<file path="src/rtl/uart_tx_arbiter_if.sv">
// Requester-side and TX-side signals of the shared UART transmitter arbiter.
// The arbiter uses the slave modport; requesters and the TX model use master.
interface uart_tx_arbiter_if #(
  parameter int N_REQ  = 2,
  parameter int DATA_W = 8
);
  logic [N_REQ-1:0]        req;
  logic [N_REQ*DATA_W-1:0] data;
  logic [N_REQ-1:0]        last;
  logic [N_REQ-1:0]        ack;
  logic [N_REQ-1:0]        grant;
  logic                    busy;
  logic                    tx_start;
  logic [DATA_W-1:0]       tx_data;
  logic                    tx_done;

  modport master (output req, data, last, tx_done,
                  input  ack, grant, busy, tx_start, tx_data);
  modport slave  (input  req, data, last, tx_done,
                  output ack, grant, busy, tx_start, tx_data);
endinterface

</file>
<file path="src/rtl/uart_tx_arbiter.sv">
// Frame-granular round-robin arbiter in front of a single UART byte transmitter.
// One tx_start per byte; the next byte of the owning frame is loaded after tx_done.
module uart_tx_arbiter #(
  parameter int N_REQ  = 2,
  parameter int DATA_W = 8
) (
  input logic              clk,
  input logic              rst,
  uart_tx_arbiter_if.slave bus
);
  localparam int PW = (N_REQ > 1) ? $clog2(N_REQ) : 1;

  typedef enum logic [1:0] {IDLE, LOAD, WAIT} state_t;

  state_t            state, state_n;
  logic [PW-1:0]     ptr, ptr_n, owner, owner_n, owner_inc, sel;
  logic [N_REQ-1:0]  grant, grant_n, ack, ack_n;
  logic              start, start_n, last_q, last_n, busy, found;
  logic [DATA_W-1:0] txd, txd_n;
  logic [PW:0]       sum;

  // First requesting index at or after ptr, wrapping past N_REQ-1.
  always_comb begin
    sel   = '0;
    found = 1'b0;
    sum   = '0;
    for (int i = 0; i < N_REQ; i++) begin
      sum = {1'b0, ptr} + (PW+1)'(i);
      if (sum >= (PW+1)'(N_REQ)) sum = sum - (PW+1)'(N_REQ);
      if (!found && bus.req[sum[PW-1:0]]) begin
        found = 1'b1;
        sel   = sum[PW-1:0];
      end
    end
  end

  assign owner_inc = (owner == PW'(N_REQ-1)) ? '0 : owner + PW'(1);

  always_comb begin
    state_n = state;
    ptr_n   = ptr;
    owner_n = owner;
    grant_n = grant;
    ack_n   = '0;
    start_n = 1'b0;
    txd_n   = txd;
    last_n  = last_q;
    case (state)
      IDLE: if (found) begin
        owner_n      = sel;
        grant_n      = '0;
        grant_n[sel] = 1'b1;
        state_n      = LOAD;
      end
      LOAD: if (!bus.req[owner]) begin
        // owner withdrew between bytes: give up the frame and move on
        grant_n = '0;
        ptr_n   = owner_inc;
        state_n = IDLE;
      end else begin
        txd_n        = bus.data[int'(owner)*DATA_W +: DATA_W];
        start_n      = 1'b1;
        ack_n[owner] = 1'b1;
        last_n       = bus.last[owner];
        state_n      = WAIT;
      end
      WAIT: if (bus.tx_done) begin
        if (last_q) begin
          grant_n = '0;
          ptr_n   = owner_inc;
          state_n = IDLE;
        end else begin
          state_n = LOAD;
        end
      end
      default: state_n = IDLE;
    endcase
  end

  always_ff @(posedge clk or negedge rst) begin
    if (!rst) begin
      state  <= IDLE;
      ptr    <= '0;
      owner  <= '0;
      grant  <= '0;
      ack    <= '0;
      start  <= 1'b0;
      txd    <= '0;
      last_q <= 1'b0;
      busy   <= 1'b0;
    end else begin
      state  <= state_n;
      ptr    <= ptr_n;
      owner  <= owner_n;
      grant  <= grant_n;
      ack    <= ack_n;
      start  <= start_n;
      txd    <= txd_n;
      last_q <= last_n;
      busy   <= (state_n != IDLE);
    end
  end

  assign bus.ack      = ack;
  assign bus.grant    = grant;
  assign bus.busy     = busy;
  assign bus.tx_start = start;
  assign bus.tx_data  = txd;
endmodule

</file>
<file path="src/flat_wrapper.sv">
// flat-port wrapper written by rule: the top's interface ports become plain ports
module uart_tx_arbiter_flat 
#(
  parameter int N_REQ  = 2,
  parameter int DATA_W = 8
)
  (clk, rst, bus_req, bus_data, bus_last, bus_tx_done, bus_ack, bus_grant, bus_busy, bus_tx_start, bus_tx_data);
  uart_tx_arbiter_if #(.N_REQ(N_REQ), .DATA_W(DATA_W)) bus_i ();
  input logic clk;
  input logic rst;
  input wire logic [$bits(bus_i.req)-1:0] bus_req;
  input wire logic [$bits(bus_i.data)-1:0] bus_data;
  input wire logic [$bits(bus_i.last)-1:0] bus_last;
  input wire logic [$bits(bus_i.tx_done)-1:0] bus_tx_done;
  output wire logic [$bits(bus_i.ack)-1:0] bus_ack;
  output wire logic [$bits(bus_i.grant)-1:0] bus_grant;
  output wire logic [$bits(bus_i.busy)-1:0] bus_busy;
  output wire logic [$bits(bus_i.tx_start)-1:0] bus_tx_start;
  output wire logic [$bits(bus_i.tx_data)-1:0] bus_tx_data;
  assign bus_i.req = bus_req;
  assign bus_i.data = bus_data;
  assign bus_i.last = bus_last;
  assign bus_i.tx_done = bus_tx_done;
  assign bus_ack = bus_i.ack;
  assign bus_grant = bus_i.grant;
  assign bus_busy = bus_i.busy;
  assign bus_tx_start = bus_i.tx_start;
  assign bus_tx_data = bus_i.tx_data;
  uart_tx_arbiter #(.N_REQ(N_REQ), .DATA_W(DATA_W)) u_core (.clk(clk), .rst(rst), .bus(bus_i));
endmodule
</file>
<file path="config.mk">
export PLATFORM = sky130hd
export DESIGN_NAME = uart_tx_arbiter_flat
export DESIGN_NICKNAME = d
export VERILOG_FILES = /design/src/rtl/uart_tx_arbiter_if.sv /design/src/rtl/uart_tx_arbiter.sv /design/src/flat_wrapper.sv
export SDC_FILE = /design/constraint.sdc
export NUM_CORES = 1
export LEC_CHECK = 0
export ABC_CLOCK_PERIOD_IN_PS = 2200
export BUFFER_PORTS_ARGS = -buffer_cell sky130_fd_sc_hd__buf_2
export CAP_MARGIN = 30
export CORE_MARGIN = 5
export CORE_UTILIZATION = 43
export CTS_BUF_LIST = sky130_fd_sc_hd__clkbuf_2
export DETAILED_ROUTE_END_ITERATION = 7
export HOLD_SLACK_MARGIN = 0.1
export PLACE_DENSITY = 0.71
export SYNTH_ARGS = -nofsm -noshare
export SYNTH_HDL_FRONTEND = slang
export SYNTH_SLANG_ARGS = --single-unit
</file>
<file path="constraint.sdc">
create_clock -name clk -period 2.2 [get_ports clk]
set_input_delay 0.22 -clock clk [delete_from_list [all_inputs] [get_ports clk]]
set_output_delay 0.22 -clock clk [all_outputs]
set_load 0.02 [all_outputs]
</file>
==> impl_metrics.py, run 1 <==
metrics = {
    "yosys": {
        "yosys_warnings": 0,
        "synth_nets": 116,
        "ys_ff_latch": 19,
        "yosys.area.top_type_share": 0.4786,
        "yosys.area.top_type": "dfrtp_1",
        "synthCells": 88,
        "syn_avg_cell_area_um2": 11.29,
        "ys_types": 26,
        "ys_top_cells_by_area": "dfrtp_1 (48%), mux2i_1 (10%), a31oi_1 (6.3%)",
        "yosysSeqAreaShare": 0.4786,
        "syn_area_um2": 993.5,
    },
    "worst_setup_path": {
        "cp_max_fo": 6,
        "slowest_stage": "dfrtp_1",
        "critical-path-top-delay-family": "flip-flops",
        "arrival_ns": 2.03,
        "cp-end-kind": "flop",
        "path_cells": "inv_1 > ha_1 > nor3b_1 > a2111oi_4 > mux2_2",
        "cp.required_ns": 2.42,
        "path_class": "reg2reg",
        "ff2ff_path_depth": 5,
        "critPathLaunchType": "flop",
        "cp_slowest_stage_delay_ns": 0.47,
        "reg2reg_slack_ns": 0.38,
        "reg2reg_to": "u_core.bus.grant[1]",
        "crit_buf_inv": 1,
        "r2r-start": "u_core.state[0]",
    },
    "clocking": {
        "cts_hold_buf": 1,
        "insertion_delay_ns": 0.32,
        "clock-root-buffer": "clkbuf_2",
        "clk_pin_slew_ns": 0.19,
        "cts-buffers-inserted": 3,
        "cts_max_path_buffers": 2,
        "cts_tree": "yes",
        "clock-sinks": 19,
        "cts_max_level": 1,
        "cts_resized": 0,
        "cts_setup_buffers": 0,
    },
    "sta": {
        "finalClockSkew_ns": 0.01437,
        "timing.fmax_ghz": 0.5507,
        "rsz0062_at_grt": "false",
        "hold_viol_final": 0,
        "slew_violations": 0,
        "setup_viol": 0,
        "relSlewSlack": 0.6569,
        "finalCriticalPeriod_ns": 1.816,
        "finalCritPeriodShare": 0.8253,
        "tightest_slew_ns": 0.5101,
        "setup_tns_ns": 0,
    },
    "final_layout": {
        "diodes": 0,
        "fin_util": 0.5526,
        "syn_to_final_growth_pct": 23.05,
        "final_nets": 154,
        "layout_commonest_cell": "buf_2",
        "drive_gt1_frac": 0.3680,
        "fillCellCount": 206,
        "final_area_um2": 1222,
        "final_cell_mix": "buf_2 (36), dfrtp_1 (19), a21oi_1 (11)",
    },
    "global_routing": {
        "grt-ovfl-total": 0,
        "grt_pass1_vias": 804,
        "antenna_found_initial": 0,
        "grt_use_total": 0.1344,
        "grt_pass1_wl_mm": 3.491,
        "grt_max_degree": 23,
    },
    "die": {
        "dieArea_um2": 3372,
        "coreArea_um2": 2212,
        "rows": 17,
        "pin_count": 37,
        "die_x_um": 58.07,
        "dieHeight_um": 58.07,
        "start_util": 0.4491,
    },
    "pwr": {
        "p_leak_nw": 0.6291,
        "p_total_mw": 1.674,
        "powerDensity_nw_per_um2": 1369,
        "irDropWorstVdd_uv": 760.5,
    },
    "routing": {
        "via_count": 805,
        "routed_wl_mm": 2.083,
        "ant_nets": 0,
        "wl_per_cell_um": 13.61,
        "drc": 0,
        "via_per_inst": 5.261,
        "first_iter_violations": 22,
        "dr.pass1.iters": 4,
    },
    "place": {
        "gp_congestion": 0.7249,
        "place_area_um2": 1192,
        "post-dp-hpwl_mm": 1.566,
        "port_buffers": 36,
    },
    "worst_hold_path": {
        "worstHoldPathType": "in2reg",
        "min_from": "bus_data[3]",
        "min_path_cells": 3,
        "min_to": "u_core.bus.tx_data[3]",
    },
    "job": {
        "drv_cap": 0,
    },
    "outcome": {
        "outcome": "complete, no violations",
    },
}
[per-stage QoR]
step                setup WS, ns  instances  hold slack [ns]
floorplan                 0.5218         88         -0.07559
global placement          0.4811        148           0.1782
detailed placement        0.4094        148           0.1819
CTS                       0.3737        153           0.1925
global route              0.2878        153           0.1890
finish                    0.3843        153           0.1984
[flip-flops by register name (all words and copies together), names as in the netlist]
name and flops:
u_core.owner 1, u_core.state 2, u_core.bus.tx_data 8, u_core.bus.busy 1, u_core.ptr 1, u_core.bus.tx_start 1
u_core.bus.ack 2, u_core.bus.grant 2, u_core.last_q 1
[per-layer routing]
layer,global-route usage,share of wire
met5,0,0
met4,0.07285,0.023
met1,0.1591,0.41
met2,0.2258,0.51
met3,0.02895,0.054
[synthesized netlist by cell type]
cell	count
nor2_1	1
dfrtp_1	19
nor2b_1	2
buf_2	1
buf_6	1
nand2_1	2
o31ai_1	1
clkbuf_1	3
a21boi_0	1
o21ai_0	1
inv_1	5
nor3b_1	1
a211oi_1	2
nor4bb_1	1
mux2i_1	10
buf_1	1
and3b_1	2
ha_1	5
mux2_4	1
nand2b_1	1
and3_1	2
mux2_2	2
a31oi_1	10
a2111oi_4	1
a21oi_1	11
a32o_1	1
[how the worst max path moves through the flow]
stage | start | to | slack, ns | depth (start not counted)
after global placement | u_core.state[0] | u_core.bus.grant[0] | 0.48 | 5
after floorplan | u_core.state[0] | u_core.bus.grant[0] | 0.52 | 5
after global routing | u_core.state[0] | u_core.bus.grant[0] | 0.29 | 5
final | u_core.state[0] | u_core.bus.grant[1] | 0.38 | 5
after detailed placement | u_core.state[0] | u_core.bus.grant[0] | 0.41 | 5
after CTS | u_core.state[0] | u_core.bus.grant[0] | 0.37 | 5
[final cells by class]
cell class	instances	area [um^2]	share of cell area
timing repair buffer	39	205.2	0.1679
clock inverter	1	5.005	0.004094
clock buffer	3	15.01	0.01228
tap	28	35.03	0.02866
sequential	19	475.5	0.3889
multi-input combinational	58	467.9	0.3828
inverter	5	18.77	0.01535
[report_power, final]
group	switching, mW	leakage, nW	internal (mW)
Combinational	0.531	0.388	0.394
Sequential	0.0918	0.225	0.506
Clock	0.110	0.0164	0.0412
[tightest hold or removal path: stages]
cell and delay (ns):
buf_2 0.07, mux2i_1 0.05, a31oi_1 0.15
[kinds of logic (layout without fill, tap and decap cells)]
group | Yosys count | after routing | share of synthesized area
muxes | 13 | 13 | 0.1385
DFF | 19 | 19 | 0.4786
AOI/OAI and AO/OA | 28 | 28 | 0.1914
and+or+nand+nor | 12 | 12 | 0.07809
buffers and inverters | 11 | 48 | 0.05037
adders and majority gates | 5 | 5 | 0.06297
No activity file was read; power rests on OpenSTA's default activity.
==> run 2, diff against run 1 <==
- ABC_CLOCK_PERIOD_IN_PS: 2200 -> 1700
- clock period: 2.2 -> 1.7 ns (I/O delays scaled with it)
==> impl_metrics.py, run 2 (synthesis gave the netlist of run 1 again) <==
metrics = {
    "worst_setup_path": {
        "slowest_stage": "dfrtp_1",
        "crit_buf_inv": 2,
        "cp.required_ns": 1.91,
        "cp_max_fo": 4,
        "path_class": "reg2reg",
        "critPathLaunchType": "flop",
        "path_cells": "buf_4 > buf_4 > ha_2 > a2111oi_4 > mux2_4",
        "path_common_cell": "buf_4",
        "critical-path-top-delay-family": "flip-flops",
        "cp-end-kind": "flop",
        "reg2reg_slack_ns": 0.05,
        "cp_slowest_stage_delay_ns": 0.43,
        "arrival_ns": 1.87,
    },
    "routing": {
        "via_count": 835,
        "wl_per_cell_um": 13.27,
        "dr.pass1.iters": 3,
        "via_per_inst": 5.252,
        "first_iter_violations": 5,
        "ant_nets": 0,
        "drc": 0,
        "routed_wl_mm": 2.110,
    },
    "outcome": {
        "outcome": "complete, no violations",
    },
    "final_layout": {
        "final_cell_mix": "buf_2 (36), dfrtp_1 (19), a21oi_1 (11)",
        "multi_input_area_um2": 483.0,
        "seqCellArea_um2": 475.5,
        "largest_reg_flops": 8,
        "fillCellCount": 210,
        "drive_gt1_frac": 0.4122,
        "layout.cells.non_filler": 159,
        "final_nets": 160,
        "diodes": 0,
        "syn_to_final_growth_pct": 29.09,
        "layout_commonest_cell": "buf_2",
    },
    "die": {
        "pin_count": 37,
        "die_x_um": 58.07,
        "start_util": 0.4491,
        "rows": 17,
        "dieArea_um2": 3372,
        "coreArea_um2": 2212,
        "dieHeight_um": 58.07,
    },
    "sta": {
        "finalCritPeriodShare": 0.9728,
        "rsz0062_at_grt": "true",
        "hold_viol_final": 0,
        "setup_viol": 0,
        "timing.fmax_ghz": 0.6047,
        "finalCriticalPeriod_ns": 1.654,
        "relSlewSlack": 0.6684,
        "slew_violations": 0,
        "finalClockSkew_ns": 0.003809,
        "setup_tns_ns": 0,
        "tightest_slew_ns": 0.4930,
    },
    "place": {
        "port_buffers": 36,
        "place_inst": 152,
        "post-dp-hpwl_mm": 1.602,
        "gp_congestion": 0.7632,
    },
    "clocking": {
        "cts-buffers-inserted": 3,
        "clock-root-buffer": "clkbuf_2",
        "insertion_delay_ns": 0.30,
        "cts_max_path_buffers": 2,
        "cts_max_level": 1,
        "clock-sinks": 19,
        "cts_tree": "yes",
        "clk_pin_slew_ns": 0.18,
    },
    "job": {
        "drv_cap": 0,
    },
    "pwr": {
        "p_leak_nw": 0.6656,
        "powerDensity_nw_per_um2": 1777,
        "p_total_mw": 2.279,
        "irDropWorstVdd_uv": 932.2,
    },
    "global_routing": {
        "grt_max_degree": 24,
        "grt_pass1_vias": 877,
        "grt_pass1_wl_mm": 3.712,
        "grt-ovfl-total": 0,
        "grt_use_total": 0.1397,
        "antenna_found_initial": 0,
    },
    "worst_hold_path": {
        "worstHoldPathType": "in2reg",
    },
}
## run 2: metal layers
layer / track usage / wire length (um) / vias up
li1: - / - / 411
met2: 0.2532 / 1107 / 18
met3: 0.02895 / 92 / 2
met4: 0.03974 / 9 / 0
met1: 0.1653 / 900 / 404
met5: 0 / 0 / -
## run 2: worst paths after layout
check,cells after the start,from,to
worst max-delay path,5,u_core.state[1],u_core.bus.grant[0]
worst min-delay path,3,bus_data[2],u_core.bus.tx_data[2]
worst max register to register,5,u_core.state[1],u_core.bus.grant[0]
worst min register to register,2,u_core.ptr,u_core.ptr
max in group asynchronous,2,rst,u_core.bus.tx_data[3]
min in group asynchronous,2,rst,u_core.bus.grant[0]
## run 2: repair_timing
action | in CTS | in global routing
pin swaps | 0 | 1
gates resized for setup | 0 | 4
setup endpoints to repair | 2 | 3
hold buffers | 1 | 0
setup buffers | 1 | 1
endpoints found under the hold margin | 19 | 0
## run 2: layout make-up
| class | count | share of cell area |
|---|---|---|
| Clock buffer | 4 | 0.01561 |
| Tap cell | 28 | 0.02732 |
| Inverter | 5 | 0.01463 |
| Sequential cell | 19 | 0.3707 |
| Timing Repair Buffer | 45 | 0.1951 |
| Multi-Input combinational cell | 58 | 0.3766 |
## run 2: worst min-delay path, delay by kind of cell
kind            cells  cell delay [ns]
buf+inv             1             0.07
mux                 1             0.05
compound gates      1             0.15
## run 2: where the power goes
group	leakage (nW)	switching [mW]	internal (mW)
clock	0.0166	0.138	0.0623
sequential	0.225	0.0997	0.654
combinational	0.424	0.735	0.590
## run 2: per-stage QoR
| stage | setup WS (ns) | area [um^2] | hold WS [ns] | utilization |
|---|---|---|---|---|
| global placement | 0.05107 | 1222 | 0.1253 | 0.5526 |
| floorplan | 0.02178 | 993.5 | -0.1256 | - |
| finish | 0.04617 | 1282 | 0.1798 | 0.5798 |
| CTS | 0.04777 | 1260 | 0.1711 | 0.5696 |
| global route | -0.01277 | 1282 | 0.1683 | 0.5798 |
| detailed placement | -0.02359 | 1222 | 0.1270 | 0.5526 |
